==> src/rtl/video_timing_gen_if.sv <==
// Raster timing bus from video_timing_gen to the TMDS encoders and pixel source.
// Optional member o_rgb exists only when VIDEO_TIMING_TEST_PATTERN_EN is defined.
interface video_timing_gen_if #(
    parameter int XW = 10,
    parameter int YW = 10
) ();
    logic          i_en;
    logic          o_hsync;
    logic          o_vsync;
    logic [1:0]    o_control_data;
    logic          o_blanking;
    logic          o_active;
    logic [XW-1:0] o_x;
    logic [YW-1:0] o_y;
    logic          o_line_start;
    logic          o_frame_start;
`ifdef VIDEO_TIMING_TEST_PATTERN_EN
    logic [23:0]   o_rgb;

    modport master (
        input  i_en,
        output o_hsync, o_vsync, o_control_data, o_blanking, o_active,
               o_x, o_y, o_line_start, o_frame_start, o_rgb
    );
    modport slave (
        output i_en,
        input  o_hsync, o_vsync, o_control_data, o_blanking, o_active,
               o_x, o_y, o_line_start, o_frame_start, o_rgb
    );
`else
    modport master (
        input  i_en,
        output o_hsync, o_vsync, o_control_data, o_blanking, o_active,
               o_x, o_y, o_line_start, o_frame_start
    );
    modport slave (
        output i_en,
        input  o_hsync, o_vsync, o_control_data, o_blanking, o_active,
               o_x, o_y, o_line_start, o_frame_start
    );
`endif
endinterface

==> src/rtl/video_timing_gen.sv <==
// Raster timing generator: pixel/line counters with registered sync, blanking,
// coordinate and strobe outputs. Outputs carry the decode of the counter values
// held before each enabled edge, so pixel (x,y) appears one enabled edge later.
// Optional colour-bar pattern on o_rgb: define VIDEO_TIMING_TEST_PATTERN_EN.
module video_timing_gen #(
    parameter int H_ACTIVE   = 640,
    parameter int H_FP       = 16,
    parameter int H_SYNC     = 96,
    parameter int H_BP       = 48,
    parameter int V_ACTIVE   = 480,
    parameter int V_FP       = 10,
    parameter int V_SYNC     = 2,
    parameter int V_BP       = 33,
    parameter int H_SYNC_POL = 0,
    parameter int V_SYNC_POL = 0
) (
    input  logic              i_clk,
    input  logic              i_rst,
    video_timing_gen_if.master vif
);
    localparam int H_TOTAL = H_ACTIVE + H_FP + H_SYNC + H_BP;
    localparam int V_TOTAL = V_ACTIVE + V_FP + V_SYNC + V_BP;
    localparam int XW      = $clog2(H_TOTAL);
    localparam int YW      = $clog2(V_TOTAL);

    localparam logic [XW-1:0] H_LAST   = XW'(H_TOTAL - 1);
    localparam logic [YW-1:0] V_LAST   = YW'(V_TOTAL - 1);
    localparam logic [XW-1:0] H_ACT_N  = XW'(H_ACTIVE);
    localparam logic [YW-1:0] V_ACT_N  = YW'(V_ACTIVE);
    localparam logic [XW-1:0] HS_START = XW'(H_ACTIVE + H_FP);
    localparam logic [XW-1:0] HS_END   = XW'(H_ACTIVE + H_FP + H_SYNC);
    localparam logic [YW-1:0] VS_START = YW'(V_ACTIVE + V_FP);
    localparam logic [YW-1:0] VS_END   = YW'(V_ACTIVE + V_FP + V_SYNC);
    localparam logic          HS_ON    = (H_SYNC_POL != 0) ? 1'b1 : 1'b0;
    localparam logic          VS_ON    = (V_SYNC_POL != 0) ? 1'b1 : 1'b0;

    // Reject degenerate timings at elaboration.
    if (H_ACTIVE < 1 || H_FP < 1 || H_SYNC < 1 || H_BP < 1) begin : g_bad_h
        $error("video_timing_gen: horizontal timing parameters must all be >= 1");
    end
    if (V_ACTIVE < 1 || V_FP < 1 || V_SYNC < 1 || V_BP < 1) begin : g_bad_v
        $error("video_timing_gen: vertical timing parameters must all be >= 1");
    end

    // Map an asserted/deasserted sync condition to the configured pin level.
    function automatic logic sync_level(input logic asserted, input logic on_level);
        return asserted ? on_level : ~on_level;
    endfunction

    logic [XW-1:0] h_cnt_q, h_cnt_d;
    logic [YW-1:0] v_cnt_q, v_cnt_d;
    logic [XW-1:0] x_q, x_d;
    logic [YW-1:0] y_q, y_d;
    logic          hsync_q, hsync_d;
    logic          vsync_q, vsync_d;
    logic          blanking_q, blanking_d;
    logic          active_q, active_d;
    logic          line_start_q, line_start_d;
    logic          frame_start_q, frame_start_d;
    logic          h_vis_s, v_vis_s, h_sync_s, v_sync_s;

`ifdef VIDEO_TIMING_TEST_PATTERN_EN
    localparam int BAR_W = (H_ACTIVE / 8 > 0) ? (H_ACTIVE / 8) : 1;

    // Colour of the vertical bar containing horizontal position c.
    function automatic logic [23:0] bar_colour(input logic [XW-1:0] c);
        int unsigned bar;
        bar = 32'(c) / 32'(BAR_W);
        case (bar)
            32'd0:   return 24'hFFFFFF;
            32'd1:   return 24'hFFFF00;
            32'd2:   return 24'h00FFFF;
            32'd3:   return 24'h00FF00;
            32'd4:   return 24'hFF00FF;
            32'd5:   return 24'hFF0000;
            32'd6:   return 24'h0000FF;
            default: return 24'h000000;
        endcase
    endfunction

    logic [23:0] rgb_q, rgb_d;
`endif

    // Region decode of the current counter values.
    always_comb begin
        h_vis_s  = (h_cnt_q < H_ACT_N);
        v_vis_s  = (v_cnt_q < V_ACT_N);
        h_sync_s = (h_cnt_q >= HS_START) && (h_cnt_q < HS_END);
        v_sync_s = (v_cnt_q >= VS_START) && (v_cnt_q < VS_END);
    end

    // Counter advance and output decode; everything holds except the strobes when disabled.
    always_comb begin
        h_cnt_d       = h_cnt_q;
        v_cnt_d       = v_cnt_q;
        x_d           = x_q;
        y_d           = y_q;
        hsync_d       = hsync_q;
        vsync_d       = vsync_q;
        blanking_d    = blanking_q;
        active_d      = active_q;
        line_start_d  = 1'b0;
        frame_start_d = 1'b0;
`ifdef VIDEO_TIMING_TEST_PATTERN_EN
        rgb_d         = rgb_q;
`endif
        if (vif.i_en) begin
            x_d           = h_cnt_q;
            y_d           = v_cnt_q;
            hsync_d       = sync_level(h_sync_s, HS_ON);
            vsync_d       = sync_level(v_sync_s, VS_ON);
            blanking_d    = ~(h_vis_s && v_vis_s);
            active_d      = h_vis_s && v_vis_s;
            line_start_d  = (h_cnt_q == {XW{1'b0}});
            frame_start_d = (h_cnt_q == {XW{1'b0}}) && (v_cnt_q == {YW{1'b0}});
`ifdef VIDEO_TIMING_TEST_PATTERN_EN
            if (h_vis_s && v_vis_s) begin
                rgb_d = bar_colour(h_cnt_q);
            end else begin
                rgb_d = 24'h000000;
            end
`endif
            if (h_cnt_q == H_LAST) begin
                h_cnt_d = {XW{1'b0}};
                if (v_cnt_q == V_LAST) begin
                    v_cnt_d = {YW{1'b0}};
                end else begin
                    v_cnt_d = v_cnt_q + YW'(1);
                end
            end else begin
                h_cnt_d = h_cnt_q + XW'(1);
            end
        end else begin
            line_start_d  = 1'b0;
            frame_start_d = 1'b0;
        end
    end

    // State and output registers, reset to the inactive raster state.
    always_ff @(posedge i_clk or posedge i_rst) begin
        if (i_rst) begin
            h_cnt_q       <= {XW{1'b0}};
            v_cnt_q       <= {YW{1'b0}};
            x_q           <= {XW{1'b0}};
            y_q           <= {YW{1'b0}};
            hsync_q       <= ~HS_ON;
            vsync_q       <= ~VS_ON;
            blanking_q    <= 1'b1;
            active_q      <= 1'b0;
            line_start_q  <= 1'b0;
            frame_start_q <= 1'b0;
`ifdef VIDEO_TIMING_TEST_PATTERN_EN
            rgb_q         <= 24'h000000;
`endif
        end else begin
            h_cnt_q       <= h_cnt_d;
            v_cnt_q       <= v_cnt_d;
            x_q           <= x_d;
            y_q           <= y_d;
            hsync_q       <= hsync_d;
            vsync_q       <= vsync_d;
            blanking_q    <= blanking_d;
            active_q      <= active_d;
            line_start_q  <= line_start_d;
            frame_start_q <= frame_start_d;
`ifdef VIDEO_TIMING_TEST_PATTERN_EN
            rgb_q         <= rgb_d;
`endif
        end
    end

    assign vif.o_x            = x_q;
    assign vif.o_y            = y_q;
    assign vif.o_hsync        = hsync_q;
    assign vif.o_vsync        = vsync_q;
    assign vif.o_control_data = {vsync_q, hsync_q};
    assign vif.o_blanking     = blanking_q;
    assign vif.o_active       = active_q;
    assign vif.o_line_start   = line_start_q;
    assign vif.o_frame_start  = frame_start_q;
`ifdef VIDEO_TIMING_TEST_PATTERN_EN
    assign vif.o_rgb          = rgb_q;
`endif
endmodule

==> src/flat_wrapper.sv <==
// flat-port wrapper written by rule: the top's interface ports become plain ports
module video_timing_gen_flat 
#(
    parameter int H_ACTIVE   = 640,
    parameter int H_FP       = 16,
    parameter int H_SYNC     = 96,
    parameter int H_BP       = 48,
    parameter int V_ACTIVE   = 480,
    parameter int V_FP       = 10,
    parameter int V_SYNC     = 2,
    parameter int V_BP       = 33,
    parameter int H_SYNC_POL = 0,
    parameter int V_SYNC_POL = 0
)
  (i_clk, i_rst, vif_i_en, vif_o_hsync, vif_o_vsync, vif_o_control_data, vif_o_blanking, vif_o_active, vif_o_x, vif_o_y, vif_o_line_start, vif_o_frame_start);
  video_timing_gen_if vif_i ();
  input  logic i_clk;
  input  logic i_rst;
  input wire logic [$bits(vif_i.i_en)-1:0] vif_i_en;
  output wire logic [$bits(vif_i.o_hsync)-1:0] vif_o_hsync;
  output wire logic [$bits(vif_i.o_vsync)-1:0] vif_o_vsync;
  output wire logic [$bits(vif_i.o_control_data)-1:0] vif_o_control_data;
  output wire logic [$bits(vif_i.o_blanking)-1:0] vif_o_blanking;
  output wire logic [$bits(vif_i.o_active)-1:0] vif_o_active;
  output wire logic [$bits(vif_i.o_x)-1:0] vif_o_x;
  output wire logic [$bits(vif_i.o_y)-1:0] vif_o_y;
  output wire logic [$bits(vif_i.o_line_start)-1:0] vif_o_line_start;
  output wire logic [$bits(vif_i.o_frame_start)-1:0] vif_o_frame_start;
  assign vif_i.i_en = vif_i_en;
  assign vif_o_hsync = vif_i.o_hsync;
  assign vif_o_vsync = vif_i.o_vsync;
  assign vif_o_control_data = vif_i.o_control_data;
  assign vif_o_blanking = vif_i.o_blanking;
  assign vif_o_active = vif_i.o_active;
  assign vif_o_x = vif_i.o_x;
  assign vif_o_y = vif_i.o_y;
  assign vif_o_line_start = vif_i.o_line_start;
  assign vif_o_frame_start = vif_i.o_frame_start;
  video_timing_gen #(.H_ACTIVE(H_ACTIVE), .H_FP(H_FP), .H_SYNC(H_SYNC), .H_BP(H_BP), .V_ACTIVE(V_ACTIVE), .V_FP(V_FP), .V_SYNC(V_SYNC), .V_BP(V_BP), .H_SYNC_POL(H_SYNC_POL), .V_SYNC_POL(V_SYNC_POL)) u_core (.i_clk(i_clk), .i_rst(i_rst), .vif(vif_i));
endmodule
==> config.mk <==
export PLATFORM = sky130hd
export DESIGN_NAME = video_timing_gen_flat
export DESIGN_NICKNAME = d
export VERILOG_FILES = /design/src/rtl/video_timing_gen_if.sv /design/src/rtl/video_timing_gen.sv /design/src/flat_wrapper.sv
export SDC_FILE = /design/constraint.sdc
export NUM_CORES = 1
export LEC_CHECK = 0
export BUFFER_PORTS_ARGS = -buffer_cell sky130_fd_sc_hd__buf_4
export CAP_MARGIN = 20
export CELL_PAD_IN_SITES_DETAIL_PLACEMENT = 0
export CELL_PAD_IN_SITES_GLOBAL_PLACEMENT = 1
export CORE_UTILIZATION = 48
export CTS_CLUSTER_DIAMETER = 150
export CTS_CLUSTER_SIZE = 40
export DETAILED_ROUTE_END_ITERATION = 7
export PLACE_DENSITY = 0.87
export SYNTH_ARGS = -nofsm -noshare
export SYNTH_HDL_FRONTEND = slang
export SYNTH_SLANG_ARGS = --single-unit
==> constraint.sdc <==
create_clock -name i_clk -period 5.4 [get_ports i_clk]
set_clock_uncertainty 0.15 [all_clocks]
set_input_delay 0.54 -clock i_clk [delete_from_list [all_inputs] [get_ports i_clk]]
set_output_delay 0.54 -clock i_clk [all_outputs]
set_load 0.005 [all_outputs]
Word-level counts from Yosys, hierarchy flattened
Cells that the tools add are included.
Word-level totals
  input port bits: 3
  register bits: 46
  logic and storage cells: 34
Cells by class
  eq/ne operators: 2
  mux-type cells: 6
  reductions and logical operators: 7
  $add $sub $neg: 2
  bitwise logic cells: 1
  $lt $le $gt $ge: 6
Operators by type and width (number)
  10-bit by 1-bit adder with 10-bit output, second input constant: 2
  10-bit == test, second input constant: 2
  10-bit logical NOT: 2
  10-bit less-than comparator, second input constant: 2
  10-bit by 9-bit less-than comparator with 1-bit output, second input constant: 2
  10-bit two-way mux: 2
  10-bit greater-or-equal comparator, second input constant: 1
  10-bit by 9-bit greater-or-equal comparator with 1-bit output, second input constant: 1
  1-bit logical AND: 4
  1-bit two-way mux: 4
  2-bit AND reduction: 1
  1-bit inverter: 1

Longest topological paths before layout
  depth in word-level cells: 3
  depth in mapped cells: 6

Worst setup path before layout
No wires, ideal clock.
  path kind: input to register
  start: in vif_i_en
  end: reg u_core.v_cnt_q[7]
  setup time: 65 ps
  required time: 5185 ps
  stages on the path: 6
  path slack: 3284 ps
  data arrival time: 1901 ps
  buffers on the path: 2
  cells stage by stage: buf_2 inv_2 or4_1 buf_2 or4_1 nand2_1
Between the ends
  cells in the longest elaborated chain, start to end: 1
RTL lines
  start: declaration: line flat_wrapper.sv:19  | input wire logic [$bits(vif_i.i_en)-1:0] vif_i_en;
  2-bit AND reduction (no source line)
  end signal: assignment: line video_timing_gen.sv:143  | v_cnt_q <= {YW{1'b0}};
  end signal: assignment: line video_timing_gen.sv:157  | v_cnt_q <= v_cnt_d;
  end: declaration: line video_timing_gen.sv:51  | logic [YW-1:0] v_cnt_q, v_cnt_d;
No other way between the ends.
A chain may end at the register's enable or synchronous reset.

Final worst setup path
  start: reg u_core.h_cnt_q[0]
  end: reg u_core.v_cnt_q[7]
Between the ends
  cells in the longest elaborated chain, start to end: 2
RTL lines
  start: declaration: line video_timing_gen.sv:50  | logic [XW-1:0] h_cnt_q, h_cnt_d;
  start signal: assignment: line video_timing_gen.sv:142  | h_cnt_q <= {XW{1'b0}};
  start signal: assignment: line video_timing_gen.sv:156  | h_cnt_q <= h_cnt_d;
  10-bit == test: line video_timing_gen.sv:123  | if (h_cnt_q == H_LAST) begin
  2-bit AND reduction (no source line)
No other way between the ends.

==> flow_results.org <==
** Die
- For this design the top-level I/O count stands at 31.
- Initial cell density of the core :: 51.1%
- The floorplan step defined a core boundary enclosing 4090 um^2.
- In this run the core area contains 23 standard-cell rows.
- Die Footprint :: 4620 um^2
- In this run the horizontal extent of the chip is 67.9 um.
- Die outline height :: 67.9 um

** Layout
- Final antenna diode count :: 0
- Total number of nets in the final design :: 220
- Proportion of layout cells with a drive suffix above 1 :: 29.6%
- Most common cell after layout, fill and taps aside :: dfrtp_1
- In the layout the commonest cells are dfrtp_1, buf_4, mux2_2.
- Non-filler instance count after layout :: 263
- Area growth syn-to-layout :: 15.6%

** Power
- VDD sags by at most 0.000257 V.
- Total power divided by cell area :: 309 nW/um^2
- The analysis attributes to cell leakage a power of 1.09 nW.

** GRT
- First-pass GRT wire length :: 6720 um
- For this run, global-route usage on met2 was measured as 33.3%.
- Via count of the first global-routing pass :: 1401
- Total overflow reported by the global router :: 0
- Entering global routing, the biggest net connects 47 pins.
- Global routing consumed, on the met3 layer, 4.33% of the routing resources.
- Met1 track utilization from global routing :: 25.3%
- GR Util All Layers :: 20.4%
- Busiest layer in global routing :: met2
- The number of antenna violations at the first check in global routing was 0.

** Route
- Count of antenna-violating nets left after detailed routing :: 0
- For this run, design rule violations remaining after detail routing come to 0.
- Final WL :: 4180 um
- Number of iterations in the first detailed-routing pass :: 4
- Routed vias/inst :: 5.73
- WL/cell :: 15.9 um
- The detailed router placed 1506 vias in this run.
- Iteration-0 DRC Markers :: 133

** Critical path
- Biggest fanout along the worst timing path :: 6
- Arrival time at the worst endpoint :: 2330 ps
- STA classifies the critical path startpoint as a flip-flop.
- Counting cells, the worst reg-to-reg path comes to 5.
- The startpoint identified for the worst register-to-register timing path is u_core.h_cnt_q[0]$_DFFE_PP0P_.
- The most numerous cell type found on the critical path is or4_1.
- Cell with the largest stage delay on the worst path :: or4_1
- CP Cell Sequence :: ha_1 -> nand4_1 -> or4_1 -> or4_1 -> nand2_1
- On the worst path, the slowest cell contributes a delay of 620 ps.
- Data required time at the worst endpoint :: 5510 ps
- Kind of capture point of the worst setup path :: flip-flop
- The critical path ends at u_core.v_cnt_q[7]$_DFFE_PP0P_.
- Crit Path Class :: reg -> reg
- The worst register-to-register path ends at u_core.v_cnt_q[7]$_DFFE_PP0P_.
- The critical path starts at u_core.h_cnt_q[0]$_DFFE_PP0P_.
- Setup slack on the worst reg-to-reg path comes out at 3180 ps.

** Synthesis
- After Yosys synthesis, XOR and XNOR cells account for 3.78% of the synthesized area.
- Netlist area before placement :: 2090 um^2
- Compound-cell area share of the yosys netlist :: 6.00%
- Each instance of the synthesized netlist takes up on average 11.3 um^2.
- By area, the combinational part of the netlist is dominated by simple AND/OR/NAND/NOR gates.
- Yosys synthesis warning count :: 0
- Summing the areas of all and, or, nand and nor instances in the mapped netlist gives 17.0% of the synthesized area.
- Most area-consuming cells after synthesis :: dfrtp_1, mux2_2, dfstp_2, ha_1, o21ai_0
- After synthesis the netlist holds a flip-flop and latch count of 46.
- Multiplexer cells account for 10.7% of the synthesized area.
- Distinct cell type count after synthesis :: 42
- The share of synthesized area in the top cell type comes to 51.6%.
- Cell accounting for the most synthesized area :: dfrtp_1
- Part of the Yosys area used for sequential elements :: 55.3%
- Synth Area in Adders :: 3.00%
- Cells after Synth :: 184
- The number of nets handed over by synthesis was 192.

** Worst hold path
- Hold WC Path Type :: in -> async

** Placed design
- Port bufs :: 30
- Final weighted congestion in routability-driven placement :: 0.846
- Placed cells :: 255
- Detailed placement HPWL :: 2870 um

** STA
- The number of pins with negative max-slew slack in the final report was 0.
- Actual slew at the worst max-slew pin :: 735 ps
- Endpoints failing setup :: 0
- The worst pin sits at a relative slew slack of 50.6%.
- After routing, the total negative slack on setup checks comes to 0 ps.
- The routed design could run at a clock period as short as 2220 ps.
- Derived from the worst setup path, the maximum achievable clock frequency is 450 MHz.
- Fin Hold WS :: 219 ps
- The final critical path takes up 41.2% of the cycle.
- RSZ-0062 raised after global routing :: no
- Final Hold Viols :: 0

** Clock network
- In this run the clock root is driven by a clkbuf_8.
- Clock slew at reported path FFs :: 80 ps
- The H-tree was split into 2 levels.
- CTS tree :: yes
- # clock sinks :: 46
- After clock tree synthesis, the setup repair step added 0 buffers.
- For this design, the CTS-stage hold fixing added 0 buffers.
- Gates resized during post-CTS repair numbered 0.
- Latest clock arrival within the worst-skew pair :: 310 ps
- No sink is reached through more buffers than the 2 on the longest clock path.
- Clock buffers created by TritonCTS :: 5

** Run status
- Run status :: finished, final reports clean

** Flow run
- Count of max-cap constraint violations :: 0
-- worst max-delay path: cells and delay by family, from the launching register on --
kind / cells / cell delay (ps)
fa+ha+maj: 1 / 220
flops: 1 / 430
simple gates: 4 / 1380
-- flip-flops by register name (all words and copies together) (netlist names) --
name                      count
u_core.vif.o_active           1
u_core.vif.o_hsync            1
u_core.h_cnt_q               10
u_core.vif.o_line_start       1
u_core.vif.o_x               10
u_core.vif.o_frame_start      1
u_core.v_cnt_q               10
u_core.vif.o_blanking         1
u_core.vif.o_y               10
u_core.vif.o_vsync            1
-- worst min path at each step --
stage / start / end / depth (start not counted)
2_1_floorplan: u_core.v_cnt_q[8]$_DFFE_PP0P_ / u_core.v_cnt_q[8]$_DFFE_PP0P_ / 1
3_3_place_gp: u_core.vif.o_hsync$_DFFE_PP1P_ / u_core.vif.o_hsync$_DFFE_PP1P_ / 2
3_5_place_dp: u_core.vif.o_hsync$_DFFE_PP1P_ / u_core.vif.o_hsync$_DFFE_PP1P_ / 2
4_1_cts: i_rst / u_core.vif.o_y[1]$_DFFE_PP0P_ / 3
5_1_grt: i_rst / u_core.vif.o_y[1]$_DFFE_PP0P_ / 3
6_report: i_rst / u_core.vif.o_y[1]$_DFFE_PP0P_ / 3
-- Yosys cell counts, drive strengths merged --
| cell type | number |
|---|---|
| o31a | 1 |
| and4b | 1 |
| o21a | 1 |
| clkbuf | 2 |
| nor4b | 2 |
| xor2 | 3 |
| nand4b | 1 |
| and3 | 3 |
| mux2 | 19 |
| or2 | 1 |
| and2 | 1 |
| buf | 8 |
| nand3b | 2 |
| mux2i | 1 |
| nand3 | 9 |
| or4 | 2 |
| nand2 | 11 |
| nand4 | 6 |
| nor3 | 5 |
| dfrtp | 43 |
| a21oi | 2 |
| o21ai | 11 |
| o22ai | 1 |
| xnor2 | 6 |
| and4 | 3 |
| nor4 | 1 |
| nor2b | 2 |
| ha | 5 |
| a22o | 1 |
| a31oi | 1 |
| or3 | 3 |
| inv | 10 |
| o31ai | 3 |
| nor2 | 10 |
| dfstp | 3 |
-- where the power goes --
part | switching [mW] | internal, mW | total, mW
combinational | 0.0496 | 0.0651 | 0.115
sequential | 0.0429 | 0.382 | 0.425
clock | 0.113 | 0.0920 | 0.205
total | 0.205 | 0.539 | 0.745
-- metrics by stage --
step / utilization, % / power, mW / setup WS (ps) / cell area [um^2]
after global placement: 57.1 / 0.541 / 3030 / 2330
final: 59.0 / 0.745 / 3180 / 2410
after global routing: 59.0 / 0.778 / 2960 / 2410
after detailed placement: 57.1 / 0.548 / 2990 / 2330
after CTS: 59.0 / 0.750 / 3190 / 2410
after floorplan: - / 0.495 / 3280 / 2090
-- routing by layer --
metal  wire length [um]  share of wire (%)
met3                161                3.9
met5                  0                  0
met1               1770                 42
met4                 89                2.1
met2               2160                 52
-- cell families after synthesis --
family,Yosys count
DFF,46
and+or+nand+nor,63
xor gates and xnor gates,9
buffers and inverters,20
AOI/OAI and AO/OA,21
muxes,20
adders and majority gates,5
-- cell type report --
type / count / area (um^2)
tap: 50 / 62.6
multi-input combinational: 118 / 845
inverter: 10 / 37.5
sequential: 46 / 1150
fill: 368 / 1670
clock buffer: 8 / 80.1
timing repair buffer: 31 / 233
No activity file was read; power rests on OpenSTA's default activity.
